--- src/rtl/sync_pkg.sv ---
// -----------------------------------------------------------------------------
// sync_pkg
// Shared definitions for the clock-domain-crossing synchronisers.
//   SYNC_MIN_STAGES : smallest legal synchroniser depth
//   SYNC_MAX_HOLD   : largest legal stability hold count
//   sync_state_t    : IDLE / SETTLE view of the stability qualifier
//   sync_cnt_width  : bit width of a counter that must reach 'hold'
// -----------------------------------------------------------------------------
package sync_pkg;

    localparam int SYNC_MIN_STAGES = 2;
    localparam int SYNC_MAX_HOLD   = 255;

    typedef enum logic [0:0] {
        IDLE   = 1'b0,
        SETTLE = 1'b1
    } sync_state_t;

    // Width of a stability counter able to hold values 0..hold.
    function automatic int sync_cnt_width(input int hold);
        if (hold < 1) begin
            return 1;
        end else begin
            return $clog2(hold + 1);
        end
    endfunction

endpackage

--- src/rtl/sync_chain.sv ---
// -----------------------------------------------------------------------------
// sync_chain
// Bare WIDTH-bit flip-flop synchroniser chain, STAGES deep, synchronous reset.
// No qualification is done here; callers that cross multi-bit data must add
// their own stability or Gray-code handling.
// Ports:
//   wclk  in  1      destination clock
//   reset in  1      synchronous, active-high; clears every stage
//   d     in  WIDTH  asynchronous input
//   q     out WIDTH  output of the last stage
// -----------------------------------------------------------------------------
module sync_chain
    import sync_pkg::*;
#(
    parameter int WIDTH  = 8,
    parameter int STAGES = 2
) (
    input  logic             wclk,
    input  logic             reset,
    input  logic [WIDTH-1:0] d,
    output logic [WIDTH-1:0] q
);

    if (STAGES < SYNC_MIN_STAGES) begin : g_bad_stages
        $error("sync_chain: STAGES must be at least %0d", SYNC_MIN_STAGES);
    end

    logic [WIDTH-1:0] stage_r [STAGES];

    // Shift the asynchronous input through the flop chain.
    always_ff @(posedge wclk) begin
        if (reset) begin
            for (int i = 0; i < STAGES; i++) begin
                stage_r[i] <= {WIDTH{1'b0}};
            end
        end else begin
            stage_r[0] <= d;
            for (int i = 1; i < STAGES; i++) begin
                stage_r[i] <= stage_r[i-1];
            end
        end
    end

    assign q = stage_r[STAGES-1];

endmodule

--- src/rtl/sync_bus_stable.sv ---
// -----------------------------------------------------------------------------
// sync_bus_stable
// Multi-bit CDC receiver for slowly changing, non-Gray buses. Every bit goes
// through sync_chain; a new word is accepted only after the synchronised
// value has held constant for HOLD consecutive cycles, so skewed multi-bit
// transitions never reach data_out. Latency from first capture is
// STAGES+HOLD edges.
// Optional feature macro: SYNC_BUS_STABLE_EDGE_EN adds registered rise/fall
// per-bit edge outputs, valid on the update cycle only.
// Ports:
//   wclk     in  1      destination clock
//   reset    in  1      synchronous, active-high
//   data_in  in  WIDTH  asynchronous source bus
//   data_out out WIDTH  accepted word (registered)
//   update   out 1      one-cycle pulse with each data_out change (registered)
//   settling out 1      high while a new word is being qualified (combinational)
//   rise     out WIDTH  bits going 0->1 on update (edge feature only)
//   fall     out WIDTH  bits going 1->0 on update (edge feature only)
// -----------------------------------------------------------------------------
module sync_bus_stable
    import sync_pkg::*;
#(
    parameter int WIDTH  = 8,
    parameter int STAGES = 2,
    parameter int HOLD   = 3
) (
    input  logic             wclk,
    input  logic             reset,
    input  logic [WIDTH-1:0] data_in,
    output logic [WIDTH-1:0] data_out,
    output logic             update,
    output logic             settling
`ifdef SYNC_BUS_STABLE_EDGE_EN
    ,
    output logic [WIDTH-1:0] rise,
    output logic [WIDTH-1:0] fall
`else
    // Edge outputs are not present in this build.
`endif
);

    if (WIDTH < 1) begin : g_bad_width
        $error("sync_bus_stable: WIDTH must be at least 1");
    end
    if (STAGES < SYNC_MIN_STAGES) begin : g_bad_stages
        $error("sync_bus_stable: STAGES must be at least %0d", SYNC_MIN_STAGES);
    end
    if ((HOLD < 1) || (HOLD > SYNC_MAX_HOLD)) begin : g_bad_hold
        $error("sync_bus_stable: HOLD must be in 1..%0d", SYNC_MAX_HOLD);
    end

    localparam int CNT_W = sync_cnt_width(HOLD);
    // Count value on which the candidate has been stable for HOLD edges.
    localparam logic [CNT_W-1:0] CNT_LAST = CNT_W'(HOLD - 1);

    logic [WIDTH-1:0] sync_s;
    logic [WIDTH-1:0] cand_r;
    logic [CNT_W-1:0] cnt_r;
    sync_state_t      state_s;

    sync_chain #(
        .WIDTH  (WIDTH),
        .STAGES (STAGES)
    ) u_chain (
        .wclk  (wclk),
        .reset (reset),
        .d     (data_in),
        .q     (sync_s)
    );

    // Qualifier view: settling whenever the sync output or candidate disagree
    // with what has already been accepted.
    always_comb begin
        state_s = IDLE;
        if ((cand_r != data_out) || (sync_s != cand_r)) begin
            state_s = SETTLE;
        end else begin
            state_s = IDLE;
        end
    end

    assign settling = (state_s == SETTLE);

    // Candidate tracking, stability counting and word acceptance.
    always_ff @(posedge wclk) begin
        if (reset) begin
            cand_r   <= {WIDTH{1'b0}};
            cnt_r    <= {CNT_W{1'b0}};
            data_out <= {WIDTH{1'b0}};
            update   <= 1'b0;
`ifdef SYNC_BUS_STABLE_EDGE_EN
            rise     <= {WIDTH{1'b0}};
            fall     <= {WIDTH{1'b0}};
`endif
        end else begin
            update <= 1'b0;
`ifdef SYNC_BUS_STABLE_EDGE_EN
            rise   <= {WIDTH{1'b0}};
            fall   <= {WIDTH{1'b0}};
`endif
            if (sync_s != cand_r) begin
                // Any bit change restarts qualification with the new word.
                cand_r <= sync_s;
                cnt_r  <= {CNT_W{1'b0}};
            end else if (cand_r != data_out) begin
                if (cnt_r == CNT_LAST) begin
                    data_out <= cand_r;
                    update   <= 1'b1;
                    cnt_r    <= {CNT_W{1'b0}};
`ifdef SYNC_BUS_STABLE_EDGE_EN
                    rise     <= cand_r & ~data_out;
                    fall     <= ~cand_r & data_out;
`endif
                end else begin
                    cnt_r <= cnt_r + CNT_W'(1);
                end
            end else begin
                cnt_r <= {CNT_W{1'b0}};
            end
        end
    end

endmodule

--- config.mk ---
export PLATFORM = sky130hd
export DESIGN_NAME = sync_bus_stable
export DESIGN_NICKNAME = d
export VERILOG_FILES = /design/src/rtl/sync_pkg.sv /design/src/rtl/sync_chain.sv /design/src/rtl/sync_bus_stable.sv
export SDC_FILE = /design/constraint.sdc
export NUM_CORES = 1
export LEC_CHECK = 0
export CAP_MARGIN = 15
export CORE_AREA = 2 2 59 61
export DETAILED_ROUTE_END_ITERATION = 7
export DIE_AREA = 0 0 61 63
export PLACE_DENSITY_LB_ADDON = 0.2
export SYNTH_ARGS = -nofsm -noshare
export SYNTH_HDL_FRONTEND = slang
export SYNTH_HIERARCHICAL = 1
export SYNTH_SLANG_ARGS = --single-unit
export TNS_END_PERCENT = 50
--- constraint.sdc ---
create_clock -name wclk -period 2.6 [get_ports wclk]
set_clock_uncertainty 0.2 [all_clocks]
set_input_delay 0.26 -clock wclk [delete_from_list [all_inputs] [get_ports wclk]]
set_output_delay 0.26 -clock wclk [all_outputs]
set_load 0.05 [all_outputs]
==> key figures <==
Logic synthesis
  • Asr flop ratio synth: 0%
  • Syn Nets: 135
  • Yosys cell types: 21
  • Most common cell in the netlist: dfxtp_1
  • Post-synth top area share: 50.3%
  • Synth top cells by count: 35 x dfxtp_1, 13 x nand2b_1, 11 x nor2b_1
  • Cell count after synthesis: 124
  • Mapped cell area: 0.00139 sq mm
  • Synth Area per Inst: 11.2 sq um
  • Flops & latches, synth: 35
  • Leading area contributor after synthesis: dfxtp_1
  • Yosys warns: 6
  • Post-synth top flop: dfxtp_1
  • Sequential share of the synthesized area: 50.3%
  • EDFF count, synth: 0
  • Largest cells by area after synthesis: dfxtp_1 50%, nand2b_1 5.8%, mux2i_1 5.8%, xnor2_1 5.0%, xor2_1 5.0%

Power
  • Clk pwr share: 37.3%
  • Peak supply drop: 0.321 mV
  • Static Leak: 0.641 nW
  • Int Pwr: 0.798 mW
  • Comb pwr share: 7.9%
  • Pwr Density: 608 mW/mm^2
  • Sw Pwr: 0.222 mW
  • Reg power frac: 54.8%
  • Sw Share: 21.8%

Die
  • Die Height: 63 um
  • I/O Pins: 20
  • Die footprint: 0.00384 sq mm
  • Row Count: 21
  • Starting density of the core: 43.1%
  • Core area: 0.00323 sq mm
  • Chip width: 61 um

Timing
  • Max Clock Freq: 0.471 GHz
  • TNS Setup: 0 ns
  • Relative slew slack: 66.9%
  • Hold Fails Final Rpt: 0
  • Setup violations, final: 0
  • Final worst path period share: 81.6%
  • RSZ-0062 raised after global routing: false
  • Pins over their slew limit: 0
  • Final min period: 2.12 ns
  • Final hold slack: 0.232 ns
  • Slew at the pin closest to its max-slew limit: 0.495 ns

Place
  • DPL Wire Length: 1470 um
  • Placer Congestion: 0.677
  • I/O Buffers: 19
  • Placed cell area: 0.00160 sq mm

Finish
  • Ant. Diodes: 0
  • Finished Cell Area: 0.00168 sq mm
  • Area Growth Syn to Fin: 20.5%
  • Layout cells sized above 1: 19.3%
  • Final nets: 155

Worst setup path
  • Critical path cell sequence: xor2_1 -> nor4_1 -> buf_4 -> nand3_1 -> buf_4
  • Startpoint Class: flop
  • CP peak stage delay: 0.35 ns
  • Critical path class: flop to output port
  • CP most frequent cell: buf_4
  • WP data arrival: 1.66 ns
  • Setup crit end kind: output port
  • Required time of the critical path: 2.14 ns
  • CP delay by family, top: simple AND/OR/NAND/NOR gates
  • Critical path's slowest cell: dfxtp_1
  • Worst-path fanout max: 3
  • Worst Path Buf+Inv: 2
  • Worst R2R Setup Slack: 0.60 ns

Clock network
  • Num CTS Buffers: 5
  • CTS tree: done
  • Post-CTS setup buffer count: 0
  • CTS resizes: 0
  • # clock sinks: 35
  • Root Buffer: clkbuf_4
  • Reg clk slew, reported paths: 0.10 ns
  • Clock tree buffer depth: 2
  • # hold bufs at CTS: 0
  • Worst skew pair latency: 0.33 ns
  • H-Tree Depth: 2

Drt
  • Routed WL: 1930 um
  • DRT iter0 DRCs: 13
  • Drt first pass iters: 2
  • Vias after detailed routing: 810
  • Antenna-violating nets left: 0
  • DRC viols: 0
  • DR WL/cell: 10.1 um
  • Vias per Instance: 4.24

GRT
  • Most used routing layer: met2
  • Total track usage: 12.5%
  • GR Overflow Total: 0
  • Met3 Track Usage GR: 7.45%
  • First-pass GRT wire length: 3500 um
  • Number of antenna violations at the first check in global routing: 0
  • Grt met2 use: 19.1%
  • Largest net degree at the start of global routing: 27
  • Vias in the first global route: 840
  • Met1 Track Usage GR: 14.0%

Flow run
  • Max_cap viols: 0

Status
  • Status: complete, no violations

Min path
  • Min-delay worst type: flop to flop
per-layer routing:
layer  part of all wire (%)  wire length, um
met5                      0                0
met4                    1.6               30
met3                    5.9              114
met2                     47              912
met1                     45              868
state kept, by name (all words and copies together) (netlist names):
name	cells
cand_r	8
cnt_r	2
data_out	8
u_chain/stage_r	16
update	1
worst paths after layout:
check,startpoint,to,cells after the start
max,cand_r[5]$_SDFFE_PP0P_,settling,5
min,cnt_r[0]$_SDFF_PP0_,cnt_r[0]$_SDFF_PP0_,1
max reg2reg,data_out[5]$_SDFFE_PP0P_,data_out[6]$_SDFFE_PP0P_,6
min reg2reg,cnt_r[0]$_SDFF_PP0_,cnt_r[0]$_SDFF_PP0_,1
placed cells by master, fill, tap and decap left out, types with 2 or more instances in the layout:
cell	n
inv_1	2
nor3_1	2
nor2b_1	11
nand2b_1	13
and2b_2	6
clkbuf_4	5
or2b_1	3
nand4_1	2
nor2b_2	7
nor4_1	2
nor2_1	2
clkdlybuf4s50_1	18
xnor2_1	8
buf_4	6
xor2_1	8
mux2i_1	8
dfxtp_1	35
power by group through the flow:
stage          logic, mW  clock network [mW]  registers (mW)
2_1_floorplan     0.0609                   0           0.569
3_3_place_gp      0.0796                   0           0.571
3_5_place_dp      0.0819                   0           0.572
4_1_cts           0.0821               0.398           0.560
5_1_grt           0.0885               0.425           0.562
6_report          0.0808               0.380           0.559
cells by family after synthesis:
family	synth area share [%]
buf+inv	6.20
compound gates	2.79
fa+ha+maj	0.898
xor+xnor	10.1
mux	5.75
flops	50.3
simple gates	24.0
worst reg2reg max path: stages, from the launching register on:
cell and delay (ns):
dfxtp_1 0.39, xor2_1 0.17, nor4_1 0.08, buf_4 0.15, a2111oi_4 0.54, buf_4 0.24, mux2i_1 0.17
through the flow:
| step | total power, mW | instances | util, % | setup slack, ns |
|---|---|---|---|---|
| 6_report | 1.02 | 191 | 51.9 | 0.479 |
| 2_1_floorplan | 0.630 | 124 | - | 0.238 |
| 4_1_cts | 1.04 | 191 | 51.9 | 0.449 |
| 5_1_grt | 1.08 | 191 | 51.9 | 0.386 |
| 3_3_place_gp | 0.651 | 183 | 49.4 | 0.620 |
| 3_5_place_dp | 0.654 | 183 | 49.4 | 0.605 |
final cells by class:
cell class                      count  area (sq um)
Clock inverter                      3          43.8
Tap cell                           46          57.6
Inverter                            2          7.51
Sequential cell                    35           701
Fill cell                         290          1550
Multi-Input combinational cell     76           606
Clock buffer                        5          37.5
Timing Repair Buffer               24           225
No activity file was read; power rests on OpenSTA's default activity.
